===== config.mk =====
export PLATFORM = sky130hd
export DESIGN_NAME = vsram_bank_sched
export DESIGN_NICKNAME = d
export VERILOG_FILES = /design/src/rtl/vsram_bank_sched.sv
export SDC_FILE = /design/constraint.sdc
export NUM_CORES = 1
export LEC_CHECK = 0
export BUFFER_PORTS_ARGS = -buffer_cell sky130_fd_sc_hd__buf_2
export CAP_MARGIN = 20
export CORE_AREA = 2 2 218 220
export DETAILED_ROUTE_END_ITERATION = 12
export DIE_AREA = 0 0 220 222
export MAX_ROUTING_LAYER = met4
export SLEW_MARGIN = 20
export SYNTH_ARGS = -nofsm -noshare
export SYNTH_HDL_FRONTEND = slang
export SYNTH_SLANG_ARGS = --single-unit
export TNS_END_PERCENT = 30

===== constraint.sdc =====
create_clock -name clock -period 4.1 [get_ports clock]
set_input_delay 0.41 -clock clock [delete_from_list [all_inputs] [get_ports clock]]
set_output_delay 0.41 -clock clock [all_outputs]
set_load 0.1 [all_outputs]

===== src/rtl/vsram_bank_sched.sv =====
// vsram_bank_sched: N-bank V-vector SRAM scheduler with a write-back queue, bank-conflict arbitration and RAW hazard handling.
// Ports:
//   clock, reset (async, active-low)
//   rd_valid/rd_ready/rd_row       read request from the element decoder
//   vout_valid/vout                read data, fixed latency 2, no backpressure
//   wr_valid/wr_ready/wr_row/wr_data  write request from the final-result path
//   bank_en/bank_we/bank_addr/bank_wdata/bank_rdata  per-bank 1RW synchronous SRAM port
//   wq_count                       write-queue occupancy
//   rd_stall                       rd_valid & ~rd_ready
// Option: define VSRAM_BYPASS_EN to serve reads that hit the write queue from the queue
// instead of stalling them until the matching entry drains.
module vsram_bank_sched #(
  parameter int NBANK = 4,
  parameter int ROW_W = 11,
  parameter int DATA_W = 48,
  parameter int WQ_DEPTH = 4,
  localparam int LB = $clog2(NBANK),
  localparam int BA_W = ROW_W - LB,
  localparam int CW = $clog2(WQ_DEPTH) + 1
) (
  input  logic                    clock,
  input  logic                    reset,
  input  logic                    rd_valid,
  output logic                    rd_ready,
  input  logic [ROW_W-1:0]        rd_row,
  output logic                    vout_valid,
  output logic [DATA_W-1:0]       vout,
  input  logic                    wr_valid,
  output logic                    wr_ready,
  input  logic [ROW_W-1:0]        wr_row,
  input  logic [DATA_W-1:0]       wr_data,
  output logic [NBANK-1:0]        bank_en,
  output logic [NBANK-1:0]        bank_we,
  output logic [NBANK*BA_W-1:0]   bank_addr,
  output logic [NBANK*DATA_W-1:0] bank_wdata,
  input  logic [NBANK*DATA_W-1:0] bank_rdata,
  output logic [CW-1:0]           wq_count,
  output logic                    rd_stall
);
  localparam int QW = CW - 1;
  logic [ROW_W-1:0] qRow [WQ_DEPTH];
  logic [DATA_W-1:0] qData [WQ_DEPTH];
  logic [QW-1:0] head, tail;
  logic [CW-1:0] count;
  logic [3:0] blkCnt;
  logic [ROW_W-1:0] headRow;
  logic [DATA_W-1:0] headData;
  logic [LB-1:0] headBank, rdBank, p1Bank;
  logic qHit, starve, rdAcc, rdBankAcc, drain, wrAcc, p1Vld;
`ifdef VSRAM_BYPASS_EN
  logic [DATA_W-1:0] qHitData, p1Data;
  logic p1Hit;
`endif

  assign headRow = qRow[head];
  assign headData = qData[head];
  assign headBank = headRow[LB-1:0];
  assign rdBank = rd_row[LB-1:0];
  assign wr_ready = count < CW'(WQ_DEPTH);
  assign wrAcc = wr_valid & wr_ready;
  assign wq_count = count;
  // After 8 consecutive cycles of the head losing its bank to reads, refuse one read so it drains.
  assign starve = blkCnt == 4'd8;

  // Scan oldest to newest so the last match is the newest entry for that row.
  always_comb begin
    qHit = 1'b0;
`ifdef VSRAM_BYPASS_EN
    qHitData = '0;
`endif
    for (int k = 0; k < WQ_DEPTH; k++)
      if (CW'(k) < count && qRow[head + QW'(k)] == rd_row) begin
        qHit = 1'b1;
`ifdef VSRAM_BYPASS_EN
        qHitData = qData[head + QW'(k)];
`endif
      end
  end

`ifdef VSRAM_BYPASS_EN
  assign rd_ready = ~starve;
  assign rdBankAcc = rdAcc & ~qHit;
`else
  // A read to a row still waiting in the queue is held until that entry reaches the bank.
  assign rd_ready = ~starve & ~qHit;
  assign rdBankAcc = rdAcc;
`endif
  assign rdAcc = rd_valid & rd_ready;
  assign rd_stall = rd_valid & ~rd_ready;
  assign drain = (count != '0) & ~(rdBankAcc & (rdBank == headBank));

  always_comb begin
    bank_en = '0;
    bank_we = '0;
    bank_addr = '0;
    bank_wdata = '0;
    if (rdBankAcc) begin
      bank_en[rdBank] = 1'b1;
      bank_addr[rdBank*BA_W +: BA_W] = rd_row[ROW_W-1:LB];
    end
    if (drain) begin
      bank_en[headBank] = 1'b1;
      bank_we[headBank] = 1'b1;
      bank_addr[headBank*BA_W +: BA_W] = headRow[ROW_W-1:LB];
      bank_wdata[headBank*DATA_W +: DATA_W] = headData;
    end
  end

  always_ff @(posedge clock) begin
    if (wrAcc) begin
      qRow[tail] <= wr_row;
      qData[tail] <= wr_data;
    end
  end

  always_ff @(posedge clock or negedge reset) begin
    if (!reset) begin
      head <= '0;
      tail <= '0;
      count <= '0;
      blkCnt <= '0;
      p1Vld <= 1'b0;
      p1Bank <= '0;
      vout_valid <= 1'b0;
      vout <= '0;
`ifdef VSRAM_BYPASS_EN
      p1Hit <= 1'b0;
      p1Data <= '0;
`endif
    end else begin
      if (wrAcc) tail <= tail + QW'(1);
      if (drain) head <= head + QW'(1);
      count <= count + CW'(wrAcc) - CW'(drain);
      blkCnt <= (count != '0 && !drain) ? blkCnt + 4'd1 : 4'd0;
      p1Vld <= rdAcc;
      p1Bank <= rdBank;
      vout_valid <= p1Vld;
`ifdef VSRAM_BYPASS_EN
      p1Hit <= qHit;
      p1Data <= qHitData;
      if (p1Vld) vout <= p1Hit ? p1Data : bank_rdata[p1Bank*DATA_W +: DATA_W];
`else
      if (p1Vld) vout <= bank_rdata[p1Bank*DATA_W +: DATA_W];
`endif
    end
  end
endmodule


Word level (Yosys, flattened, before mapping)
Memory sizes are Yosys's and may differ from the RTL's.
Cells that the tools add are included.
{ "classes": {"addsub": 10, "n_bitwise": 13, "mul": 4, "n_eq_ne": 6, "n_reduce_logical": 9, "magnitude_cmp": 9, "n_shift": 7, "muxes": 18} }
{ "ops": {"columns": ["cell", "count"], "rows": [
  ["AND 192 bit", 1],
  ["2-to-1 mux 192 bit", 1],
  ["variable shift 48 x 34 -> 192 bit (first input constant)", 1],
  ["indexed part select 192 x 9 -> 48 bit", 1],
  ["indexed part select 48 x 34 -> 192 bit", 1],
  ["2-to-1 mux 36 bit", 2],
  ["variable shift 9 x 34 -> 36 bit (first input constant)", 2],
  ["indexed part select 9 x 34 -> 36 bit", 2],
  ["negation 6 -> 34 bit", 2],
  ["== test 11 bit", 4],
  ["AND 36 bit", 1],
  ["bitwise mux 36 bit", 1],
  ["negation 8 -> 34 bit", 1],
  ["2-to-1 mux 4 bit", 4],
  ["multiplier 2 x 4 -> 6 bit (second input constant)", 2],
  ["multiplier 2 x 2 -> 4 bit (second input constant)", 2],
  ["2-to-1 mux 1 bit", 8],
  ["logical AND 1 bit", 7],
  ["AND 1 bit", 6],
  ["less-than comparator 1 x 3 -> 1 bit (first input constant)", 2],
  ["less-than comparator 2 x 3 -> 1 bit (first input constant)", 2],
  ["less-than comparator 2 x 3 -> 1 bit (second input constant)", 2],
  ["adder 2 x 1 -> 2 bit (second input constant)", 2],
  ["adder 2 bit (second input constant)", 2],
  ["12 further kinds", 17]
]} }
{ "word_totals": {"elab_cells": 86, "memories": 2, "out_inout_bits": 291, "input_bits": 266, "ram_bits": 236, "register_bits": 63} }
{ "mem_list": {"columns": ["name", "words", "width", "rd", "rd_ports_with_merged_regs", "write_ports", "line", "text"], "rows": [
  ["qData", 4, 48, 1, 0, 1, "42", "logic [DATA_W-1:0] qData [WQ_DEPTH];"],
  ["qRow", 4, 11, 4, 0, 1, "41", "logic [ROW_W-1:0] qRow [WQ_DEPTH];"]
]} }

Depth between registers and ports, before layout
Gate-level depths: netlist (run 1).
An unclocked memory read counts as a cell.
{ "depth": {"depth_word": 16, "ltp_mapped": 18, "mapped_depth_nobuf": 16} }

Least setup slack after synthesis (run 1)
OpenSTA, ideal clock, no wires.
{ "synth_path": {"kind": "register -> output", "start": "reg count[2] (netlist: wq_count[2])", "end": "out bank_addr[10]", "path_buffers": 2, "stages_incl_launch_ff": 13, "t_required_ps": 3690, "t_arrival_ps": 5310, "slack_ps": -1620, "cell_sequence": "dfrtp_1 -> inv_1 -> ha_1 -> a21oi_1 -> o2111ai_1 -> or3_1 -> or4_4 -> nand4_4 -> inv_2 -> buf_6 -> a21o_1 -> buf_2 -> mux2i_1"} }
{ "synth_between": {"elab_chain_len": 13, "word_cells_on_any_way": 22, "cone_classes": "4 x order compare; 7 x mux; 6 x bitwise; 5 x reduce/logical"} }
{ "synth_lines": {"columns": ["item", "line", "text"], "rows": [
  ["start, declared", "44", "logic [CW-1:0] count;"],
  ["start signal, assigned", "133", "count <= count + CW'(wrAcc) - CW'(drain);"],
  ["less-than comparator 1 x 3 -> 1 bit", "72", "if (CW'(k) < count && qRow[head + QW'(k)] == rd_row) begin"],
  ["logical AND 1 bit", "72", null],
  ["2-to-1 mux 1 bit (4 in a row)", "72", null],
  ["inverter 1 bit", "85", "assign rd_ready = ~starve & ~qHit;"],
  ["AND 1 bit", "85", null],
  ["AND 1 bit", "88", "assign rdAcc = rd_valid & rd_ready;"],
  ["AND 1 bit", "90", "assign drain = (count != '0) & ~(rdBankAcc & (rdBank == headBank));"],
  ["inverter 1 bit", "90", null],
  ["AND 1 bit", "90", null],
  ["2-to-1 mux 36 bit *", "101", "if (drain) begin"],
  ["end, declared", "34", "output logic [NBANK*BA_W-1:0] bank_addr,"]
]} }
Every way passes the cells marked *; elsewhere a longest branch is shown, timed or not.

Final worst setup path (run 1)
{ "layout_path": {"start": "reg head[1]", "end": "out bank_wdata[164]"} }
{ "layout_between": {"elab_chain_len": 14, "word_cells_on_any_way": 30, "cone_classes": "4 x add/sub; 1 x mul; 5 x eq/ne; 2 x shift; 5 x mux; 7 x bitwise; 4 x reduce/logical; 2 x memory"} }
{ "layout_lines": {"columns": ["item", "line", "text"], "rows": [
  ["start, declared", "43", "logic [QW-1:0] head, tail;"],
  ["start signal, assigned", "132", "if (drain) head <= head + QW'(1);"],
  ["branches (longest 13 deep; another with negation 8 -> 34 bit)", null, null],
  ["2-to-1 mux 192 bit *", "101", null],
  ["end, declared", "35", "output logic [NBANK*DATA_W-1:0] bank_wdata,"]
]} }
Every way passes the cells marked *.

==> impl_results.md, run 1 <==
* Max VDD drop at 0.557 mV
* First-pass GRT wire length at 99700 um
* Fmax at 0.232 GHz
* DR DRC count at 0
* Top Usage Layer GRT: met2
* Post-Synth XOR/XNOR Area at 2.98%
* Syn Nets at 1580
* Post-Synth Simple-Gate Area at 10.7%
* Yosys top cell area share at 42.3%
* Final Hold Fails at 0
* Die ar. at 0.0488 mm2
* Share of cells above drive strength 1 at 62.2%
* Post-Route WL at 71400 um
* Final instance area at 0.0277 mm2
* Top post-synthesis cells by area: edfxtp_1 42%, mux4_2 14%, dfrtp_1 9.4%
* Routing usage on met3 at 6.24%
* Prevailing post-synth register cell: edfxtp_1
* GRT Total Usage at 29.1%
* Worst path required time at 3.69 ns
* Layout Utilization at 59.9%
* Die Ht at 222 um
* Initial antenna violation count at 19
* Total Neg Setup Slack at -24.15 ns
* Register area share after synthesis at 51.7%
* Pwr Density at 911 mW/mm2
* Period utilization at 105%
* Worst min-delay path class: primary input to flop
* Remaining Overflow, GRT at 0
* Max_cap viols at 0
* Crit Path Max Fanout at 16
* Placement Setup Slack at 0.173 ns
* Max Slew Vio Count at 0
* GRT met2 Usage at 48.8%
* Largest family of logic cells by synthesized area: multiplexers
* Least-Margin Pin Slew at 1.29 ns
* Outcome: finished, violations left
* Slew margin rel. at 14.1%
* TritonCTS clock tree: yes
* Worst-skew pair later-pin latency at 0.54 ns
* Mapped Area at 0.0168 mm2
* PnR worst setup slack at -0.217 ns
* Yosys cell types at 58
* Largest net degree at the start of global routing at 60
* Failing checks: setup timing
* Layout fillers at 3608
* Post-layout net count at 2177
* Critical path class: flop to output port
* Layout area overhead at 65.3%
* CP Launch Type: flop
* Max Clock Skew at 0.0161 ns
* Pleak at 10.3 nW
* Synth area leader: edfxtp_1
* Vias/cell at 5.58
* Synthesized flop and latch total at 299
* Vias at 14144
* IO Port Bufs at 556
* Site Rows at 79
* Multiplexer area fraction after synthesis at 23.2%
* Synth Area in Adders at 1.84%
* TritonCTS Sinks at 299
* Number of buffers created by CTS at 36
* CP Capture Type: output port
* Tmin final at 4.32 ns
* Syn Area/Cell at 13.0 um2
* WL/cell at 28.1 um
* RePlAce Congestion at 0.965
* Post-synthesis async set-or-reset flop share at 21.1%
* Area fraction in compound gates after synthesis at 6.29%
* Clock root cell: clkbuf_16
* DP Area at 0.0255 mm2
* Core ar. at 0.0463 mm2
* Crit path arrival time at 3.91 ns
* Reg clk slew, reported paths at 0.06 ns
* Final setup fails at 220
* Initial Util at 36.2%
* Final ANT Viol Nets at 0
* Drt pass-1 iters at 5
* Iteration-0 DRC Markers at 943
* EDFF count, synth at 236
* Vias in the first global route at 14393
* Hpwl dp at 53900 um
* RSZ-0062 raised after global routing: yes
* H-tree depth at 2
* IO Count at 557
* Synth Instances at 1290
* Clk buf depth at 3
* Die Wd at 220 um
* Met1 GRT Util at 33.6%
* WHS at 0.0785 ns
* YS warnings at 0
-- final cells by class --
| type | count | area, um2 | share of cell area, % |
|---|---|---|---|
| clock buffers | 48 | 1020 | 3.67 |
| clock inverters | 16 | 193 | 0.695 |
| diodes | 16 | 40.0 | 0.144 |
| inverters | 17 | 75.1 | 0.271 |
| well taps | 607 | 759 | 2.74 |
| multi-input cells | 868 | 9330 | 33.7 |
| flip-flops and latches | 299 | 8680 | 31.3 |
| repair inverters | 1 | 6.26 | 0.0226 |
| repair buffers | 664 | 7620 | 27.5 |
-- registers in the layout, indices dropped and copies added, names as in the netlist, 2 cells and up --
| signal | count |
|---|---|
| blkCnt | 4 |
| vout | 48 |
| head | 2 |
| tail | 2 |
| wq_count | 3 |
| qData | 192 |
| p1Bank | 2 |
| qRow | 44 |
-- what timing repair did --
| item | 4_1_cts | 5_1_grt |
|---|---|---|
| gates resized for setup | 46 | 103 |
| setup buffers | 2 | 6 |
| pin swaps | 0 | 20 |
| gates cloned | 2 | 9 |
| endpoints found under the setup margin | 236 | 236 |
| hold buffers | 1 | 0 |
| endpoints found under the hold margin | 30 | 0 |
-- worst max-delay path, stage by stage (launching register included) --
cell       delay (ns)
dfrtp_4          0.49
bufbuf_16        0.34
mux2i_1          0.23
buf_4            0.16
xnor2_1          0.06
a21oi_1          0.24
a31oi_1          0.17
or4_4            0.46
nand4_4          0.14
buf_6            0.15
o211ai_1         0.11
buf_6            0.18
clkbuf_16        0.19
nor2_4           0.22
buf_12           0.21
-- synth_stat cells (all sizes together) (2+ instances only) --
cell     count
nor3         5
xnor2       35
o211ai       2
nand3        5
a211oi      15
nand2       94
clkbuf      56
dfrtp       63
a22oi       49
o2111ai      3
ha          23
nand4       29
a22o         2
nand3b       2
o31ai        2
nor2       177
and3        18
buf         50
inv         17
edfxtp     236
and2        46
a211o        3
xor2        22
nor3b        3
a21oi       39
a21o         4
o21ai        6
mux2i       83
nor2b        3
a41o        14
o311a        2
mux2        68
mux4       102
-- power breakdown --
part           total (mW)  switching (mW)  internal [mW]
logic                18.0            12.1           5.93
clock network        3.26            1.26           2.00
registers            3.98           0.206           3.78
total                25.3            13.5           11.7
-- per-layer routing --
| metal | wire [um] | vias up |
|---|---|---|
| met5 | 0 | - |
| met4 | 2990 | 0 |
| li1 | - | 6108 |
| met3 | 5510 | 155 |
| met1 | 26600 | 7201 |
| met2 | 36300 | 680 |
-- cells in the final DEF (no fill, tap or decap), drive strengths merged, types with 4 or more instances in the layout --
cell,instances
xor2,22
inv,17
nand4,29
xnor2,35
edfxtp,236
and3,18
diode,16
and2,46
nand2,94
nor3,5
o21ai,6
dfrtp,63
a21oi,39
ha,23
mux4,102
nor2,177
buf,654
clkbuf,55
nand3,5
a211oi,15
a22oi,49
clkinv,10
bufinv,4
mux2,68
a21o,4
a41o,14
mux2i,83
-- cells by family (layout without fill, tap and decap cells) --
group,count (synthesis),count (layout)
simple gates,388,388
flops,299,299
mux,253,253
compound gates,146,146
buf+inv,123,746
xor+xnor,57,57
fa+ha+maj,24,24
other cells,0,16
-- worst paths after layout --
kind,startpoint,end,slack (ns),cells past startpoint
setup / recovery,head[1]$_DFFE_PN0P_,bank_wdata[164],-0.22,14
setup reg to reg,head[1]$_DFFE_PN0P_,wq_count[2]$_DFF_PN0_,0.36,16
hold reg to reg,blkCnt[0]$_DFF_PN0_,blkCnt[0]$_DFF_PN0_,0.50,1
hold / removal,wr_data[27],qData[2][27]$_DFFE_PP_,0.08,1
min in group asynchronous,reset,wq_count[2]$_DFF_PN0_,0.53,2
max in group asynchronous,reset,vout[32]$_DFFE_PN0P_,2.62,3
-- per-stage QoR --
| step | total power, mW | cells |
|---|---|---|
| 3_5_place_dp | 21.1 | 2436 |
| 3_3_place_gp | 21.0 | 2436 |
| 4_1_cts | 24.7 | 2505 |
| 5_1_grt | 26.1 | 2534 |
| 2_1_floorplan | 15.1 | 1290 |
| 6_report | 25.3 | 2536 |
Note: power is estimated with default switching activity, not from simulation.
==> run 2, diff against run 1 <==
--- a/config.mk
+++ b/config.mk
@@ -5,11 +5,10 @@
 export SDC_FILE = /design/constraint.sdc
 export NUM_CORES = 1
 export LEC_CHECK = 0
-export BUFFER_PORTS_ARGS = -buffer_cell sky130_fd_sc_hd__buf_2
 export CAP_MARGIN = 20
-export CORE_AREA = 2 2 218 220
+export CORE_UTILIZATION = 30
 export DETAILED_ROUTE_END_ITERATION = 12
-export DIE_AREA = 0 0 220 222
+export DONT_BUFFER_PORTS = 1
 export MAX_ROUTING_LAYER = met4
 export SLEW_MARGIN = 20
 export SYNTH_ARGS = -nofsm -noshare
==> run 2 against run 1 <==
The flow still finishes with violations (setup timing); total power is 3.6% higher; non-clock buffer count is 201 lower; via count is 4.0% lower; final cell count is 2.5% lower; largest cell class unchanged; clock skew is 0.0047 ns higher; utilization is 10 points lower; first-iteration DRC count is 19% higher; wire length is 4.0% higher; clock power is 6.4% higher; sequential power is 15% higher.
==> impl_results.md, run 2 (same netlist as run 1, synthesis figures left out) <==
* Final ANT Viol Nets at 0
* Largest registers: qData (192), vout (48), qRow (44)
* Drt pass-1 iters at 6
* RSZ-0062 raised after global routing: yes
* Initial Util at 30.4%
* CP Launch Type: flop
* Met1 GRT Util at 28.7%
* Max Clock Skew at 0.0209 ns
* Outcome: finished, violations left
* Worst R2R Start: head[1]$_DFFE_PN0P_
* Final setup fails at 235
* Number of buffers created by CTS at 35
* Critical path class: flop to output port
* Share of cells above drive strength 1 at 53.6%
* Iteration-0 DRC Markers at 1124
* Hold path depth at 2
* R2R depth at 16
* Tmin final at 4.37 ns
* TritonCTS Sinks at 299
* H-tree depth at 2
* Most common library cell in the layout ignoring fill and taps: buf_12
* Pwr Density at 956 mW/mm2
* GRT met2 Usage at 43.6%
* Remaining Overflow, GRT at 0
* Clock root cell: clkbuf_16
* Largest net degree at the start of global routing at 64
* Final instance area at 0.0274 mm2
* Post-layout net count at 1975
* Layout area overhead at 63.2%
* Core ar. at 0.0552 mm2
* Endpoint, Worst Hold: vout[8]$_DFFE_PN0P_
* Final Hold Fails at 0
* First-pass GRT wire length at 102000 um
* Vias in the first global route at 14198
* Die ar. at 0.0568 mm2
* Worst Min Path Start: bank_rdata[8]
* Vias at 13585
* Number of flip-flops in the largest register at 192
* Most frequent cells in the layout: 258 x buf_12, 236 x edfxtp_1, 138 x nor2_4
* IO Count at 557
* Die Wd at 238 um
* WL/cell at 30.0 um
* Site Rows at 86
* DR DRC count at 0
* Crit path arrival time at 3.96 ns
* Crit Path Max Fanout at 9
* Reg clk slew, reported paths at 0.06 ns
* Vias/cell at 5.49
* Layout fillers at 4685
* Period utilization at 107%
* Top Usage Layer GRT: met2
* Worst-skew pair later-pin latency at 0.54 ns
* IO Port Bufs at 0
* Slew margin rel. at 20.2%
* Worst R2R End: wq_count[2]$_DFF_PN0_
* Non-Filler Instances at 2473
* RePlAce Congestion at 0.934
* TritonCTS clock tree: yes
* Least-Margin Pin Slew at 1.20 ns
* GRT Total Usage at 26.0%
* Hpwl dp at 55800 um
* R2R Setup Slk at 0.19 ns
* DP Area at 0.0248 mm2
* Max VDD drop at 0.660 mV
* WHS at 0.237 ns
* Failing checks: setup timing
* Routing usage on met3 at 6.89%
* PnR worst setup slack at -0.273 ns
* Pleak at 9.61 nW
* Max Slew Vio Count at 0
* Worst path required time at 3.69 ns
* Post-Route WL at 74200 um
* Largest reg by FF count: qData
* Worst min-delay path class: primary input to flop
* Clk buf depth at 3
* Max_cap viols at 0
* CP Capture Type: output port
* Initial antenna violation count at 15
* Die Ht at 238 um
* Placed instance count at 2311
* Fmax at 0.229 GHz
==> run 2: cell types whose count changed in the layout (fill, tap and decap cells not counted), sizes merged, moves of 2 or more <==
| cell | previous run | this run |
|---|---|---|
| buf | 654 | 396 |
| bufbuf | 2 | 0 |
| bufinv | 4 | 9 |
| clkbuf | 55 | 43 |
| diode | 16 | 13 |
| dlygate4sd3 | 1 | 62 |
| inv | 17 | 22 |
==> run 2: worst max-delay path by stage <==
stage	startpoint	to	slack (ns)	cells after the start
after global routing	head[1]$_DFFE_PN0P_	bank_addr[14]	-0.33	13
final	head[1]$_DFFE_PN0P_	bank_wdata[79]	-0.27	12
after floorplan	wq_count[2]$_DFF_PN0_	bank_wdata[50]	-0.27	12
after CTS	head[0]$_DFFE_PN0P_	bank_wdata[100]	-0.33	11
after detailed placement	head[1]$_DFFE_PN0P_	wq_count[2]$_DFF_PN0_	0.006	14
after global placement	head[1]$_DFFE_PN0P_	bank_wdata[45]	0.02	13
==> run 2: worst max-delay path, cell delays in order (launching register included) <==
cell	delay [ns]
dfrtp_4	0.52
buf_12	0.15
mux4_2	0.30
xnor2_2	0.18
o2111ai_2	0.17
or3_1	0.34
or4_4	0.55
nand4_4	0.12
inv_6	0.07
a211o_4	0.44
buf_12	0.21
nor2_4	0.16
buf_12	0.20
==> run 2: report_power, final <==
group | switching (mW) | internal (mW)
Clock | 1.32 | 2.15
Sequential | 0.822 | 3.75
Combinational | 11.6 | 6.51
==> run 2: final cells by class <==
type	count	area, um2	area share, %
Timing Repair Buffer	463	7100	25.9
Multi-Input combinational cell	869	9270	33.9
Sequential cell	299	8680	31.7
Inverter	17	72.6	0.265
Clock buffer	38	887	3.24
Antenna cell	13	32.5	0.119
Tap cell	748	936	3.42
Clock inverter	26	384	1.40
==> run 2: per-stage QoR <==
stage | TNS (ns) | utilization, % | total power, mW | worst slack, ns
after floorplan | -38.52 | - | 15.1 | -0.275
after global placement | 0 | 44.8 | 21.7 | 0.0158
after detailed placement | 0 | 44.8 | 21.8 | 0.00613
after CTS | -59.68 | 49.0 | 25.9 | -0.335
after global routing | -60.18 | 49.6 | 27.0 | -0.332
final | -41.25 | 49.6 | 26.2 | -0.273
==> run 2: routing by layer <==
metal  routed length (um)  vias up  part of all wire, %
met1                26700     6853                   36
met5                    0        -                    0
met3                 6650      165                  9.0
met2                36900      874                   50
li1                     -     5693                    -
met4                 3940        0                  5.3
==> run 2: timing repair <==
| item | in CTS | in global routing |
|---|---|---|
| endpoints found under the setup margin | 237 | 237 |
| setup buffers | 10 | 4 |
| gates resized for setup | 48 | 34 |
| cloned | 3 | 5 |
| hold buffers | 63 | 0 |
| pin swaps | 11 | 19 |
| hold endpoints to repair | 301 | 0 |
==> run 3, diff against run 2 <==
--- a/config.mk
+++ b/config.mk
@@ -5,8 +5,10 @@
 export SDC_FILE = /design/constraint.sdc
 export NUM_CORES = 1
 export LEC_CHECK = 0
+export ABC_CLOCK_PERIOD_IN_PS = 4100
 export CAP_MARGIN = 20
 export CORE_UTILIZATION = 30
+export CTS_BUF_LIST = sky130_fd_sc_hd__clkbuf_2 sky130_fd_sc_hd__clkbuf_4 sky130_fd_sc_hd__clkbuf_8
 export DETAILED_ROUTE_END_ITERATION = 12
 export DONT_BUFFER_PORTS = 1
 export MAX_ROUTING_LAYER = met4
@@ -14,4 +16,3 @@
 export SYNTH_ARGS = -nofsm -noshare
 export SYNTH_HDL_FRONTEND = slang
 export SYNTH_SLANG_ARGS = --single-unit
-export TNS_END_PERCENT = 30
==> run 3 against run 2 <==
The run still ends with setup timing left; clock skew is 0.0092 ns higher; flip-flop and latch count stayed put; first-iteration DRC count increased by 26%; hold slack worse by 0.11 ns; register-to-register slack got worse by 0.09 ns; combinational power grew 4%; die area did not move; sequential power barely moved; critical path depth grew 2; count of clock-buffer cells in the layout increased by 23; setup slack got worse by 0.089 ns; largest cell class unchanged; largest power group unchanged.
==> impl_results.md, run 3 (same netlist as run 1, synthesis figures left out) <==
* Outcome: finished, violations left
* Failing checks: setup timing
* Vias at 13720
* Die ar. at 0.0568 mm2
* Remaining Overflow, GRT at 0
* Vias in the first global route at 13804
* Total Neg Setup Slack at -58.57 ns
* Reg clk slew, reported paths at 0.06 ns
* IO Port Bufs at 0
* Pwr Density at 939 mW/mm2
* Most frequent cells in the layout: 255 x buf_12, 236 x edfxtp_1, 145 x nor2_4
* PnR worst setup slack at -0.361 ns
* Tmin final at 4.46 ns
* Top delay family on crit path: buffers and inverters
* Post-Route WL at 73900 um
* Crit Path Max Fanout at 7
* Vias/cell at 5.43
* CP Capture Type: output port
* WL/cell at 29.3 um
* CP peak stage delay at 0.58 ns
* WHS at 0.122 ns
* Period utilization at 109%
* Clock root cell: clkbuf_8
* Initial antenna violation count at 26
* Max Slew Vio Count at 0
* Final instance area at 0.0280 mm2
* DR DRC count at 0
* Largest net degree at the start of global routing at 64
* Final ANT Viol Nets at 0
* Iteration-0 DRC Markers at 1421
* Worst path required time at 3.69 ns
* Crit-path most repeated cell: buf_12
* Clk buf depth at 3
* Core ar. at 0.0552 mm2
* Largest registers: qData (192), vout (48), qRow (44)
* Worst min-delay path class: primary input to flop
* Die Wd at 238 um
* CP Launch Type: flop
* Layout area overhead at 66.7%
* Number of flip-flops in the largest register at 192
* Max Clock Skew at 0.0300 ns
* Pleak at 9.72 nW
* Hpwl dp at 54100 um
* TritonCTS Sinks at 299
* Critical path class: flop to output port
* Post-layout net count at 2000
* DP Area at 0.0246 mm2
* H-tree depth at 2
* Initial Util at 30.4%
* First-pass GRT wire length at 102000 um
* RSZ-0062 raised after global routing: yes
* Final Hold Fails at 0
* Crit path arrival time at 4.05 ns
* RePlAce Congestion at 1.05
* Layout Utilization at 50.6%
* Most common library cell in the layout ignoring fill and taps: buf_12
* Final setup fails at 238
* IO Count at 557
* Least-Margin Pin Slew at 1.15 ns
* Critical-path top delay cell: or4_4
* Share of cells above drive strength 1 at 56.5%
* Worst-skew pair later-pin latency at 0.67 ns
* Fmax at 0.224 GHz
* Buf/Inv on CP at 7
* Number of buffers created by CTS at 52
* Total Power at 26.3 mW
* TritonCTS clock tree: yes
* Die Ht at 238 um
* Max VDD drop at 0.751 mV
* Site Rows at 86
* Drt pass-1 iters at 5
* Critical-path cell list: buf_8 > buf_12 > buf_16 > mux2i_1 > xor2_1 > a41oi_2 > or4_4 > nand4_4 > inv_6 > buf_6 > a211o_4 > clkbuf_16 > nor2_4 > buf_12
* Slew margin rel. at 23.3%
* Max_cap viols at 0
* GRT Total Usage at 25.7%
* Largest reg by FF count: qData
[run 3: power by group]
part / switching (mW) / leakage, nW / internal [mW]
clock network: 1.34 / 0.562 / 1.56
registers: 0.848 / 2.88 / 3.76
logic: 12.0 / 6.28 / 6.72
total: 14.2 / 9.72 / 12.0
[run 3: final timing paths]
| check | startpoint | end | slack [ns] | cells past startpoint |
|---|---|---|---|---|
| worst max-delay path | head[1]$_DFFE_PN0P_ | bank_wdata[57] | -0.36 | 14 |
| max in group asynchronous | reset | wq_count[2]$_DFF_PN0_ | 3.40 | 2 |
| worst min-delay path | bank_rdata[33] | vout[33]$_DFFE_PN0P_ | 0.12 | 2 |
| min in group asynchronous | reset | head[0]$_DFFE_PN0P_ | 0.38 | 2 |
| worst max register to register | head[1]$_DFFE_PN0P_ | wq_count[1]$_DFF_PN0_ | 0.10 | 17 |
| worst min register to register | blkCnt[0]$_DFF_PN0_ | blkCnt[0]$_DFF_PN0_ | 0.52 | 1 |
[run 3: final cells by class]
type                       count  area [um2]
tap                          748         936
fill                        4558       27200
multi-input combinational    868        9710
inverter                      17        72.6
clock buffer                  61         790
clock inverter                36         300
antenna                       25        62.6
timing repair buffer         472        7410
sequential                   299        8680
[run 3: stage by stage]
| step | worst slack, ns | instances |
|---|---|---|
| after detailed placement | 0.130 | 2285 |
| after global routing | -0.478 | 2524 |
| after CTS | -0.363 | 2484 |
| final | -0.361 | 2526 |
| after global placement | 0.173 | 2285 |
| after floorplan | -0.274 | 1290 |
[run 3: metal layers]
metal	global-route usage (%)	routed length (um)	vias to the layer above
met3	7.50	7370	150
met1	30.9	28000	6945
met4	9.13	2680	0
li1	-	-	5781
met5	-	0	-
met2	41.1	35900	844
[run 3: timing repair]
item                                    in CTS  in global routing
hold buffers                                63                  0
hold endpoints to repair                   301                  0
gates resized for setup                    103                 95
endpoints found under the setup margin     236                240
gates cloned                                11                 11
pin swaps                                   45                 45
buffers inserted                            29                  7
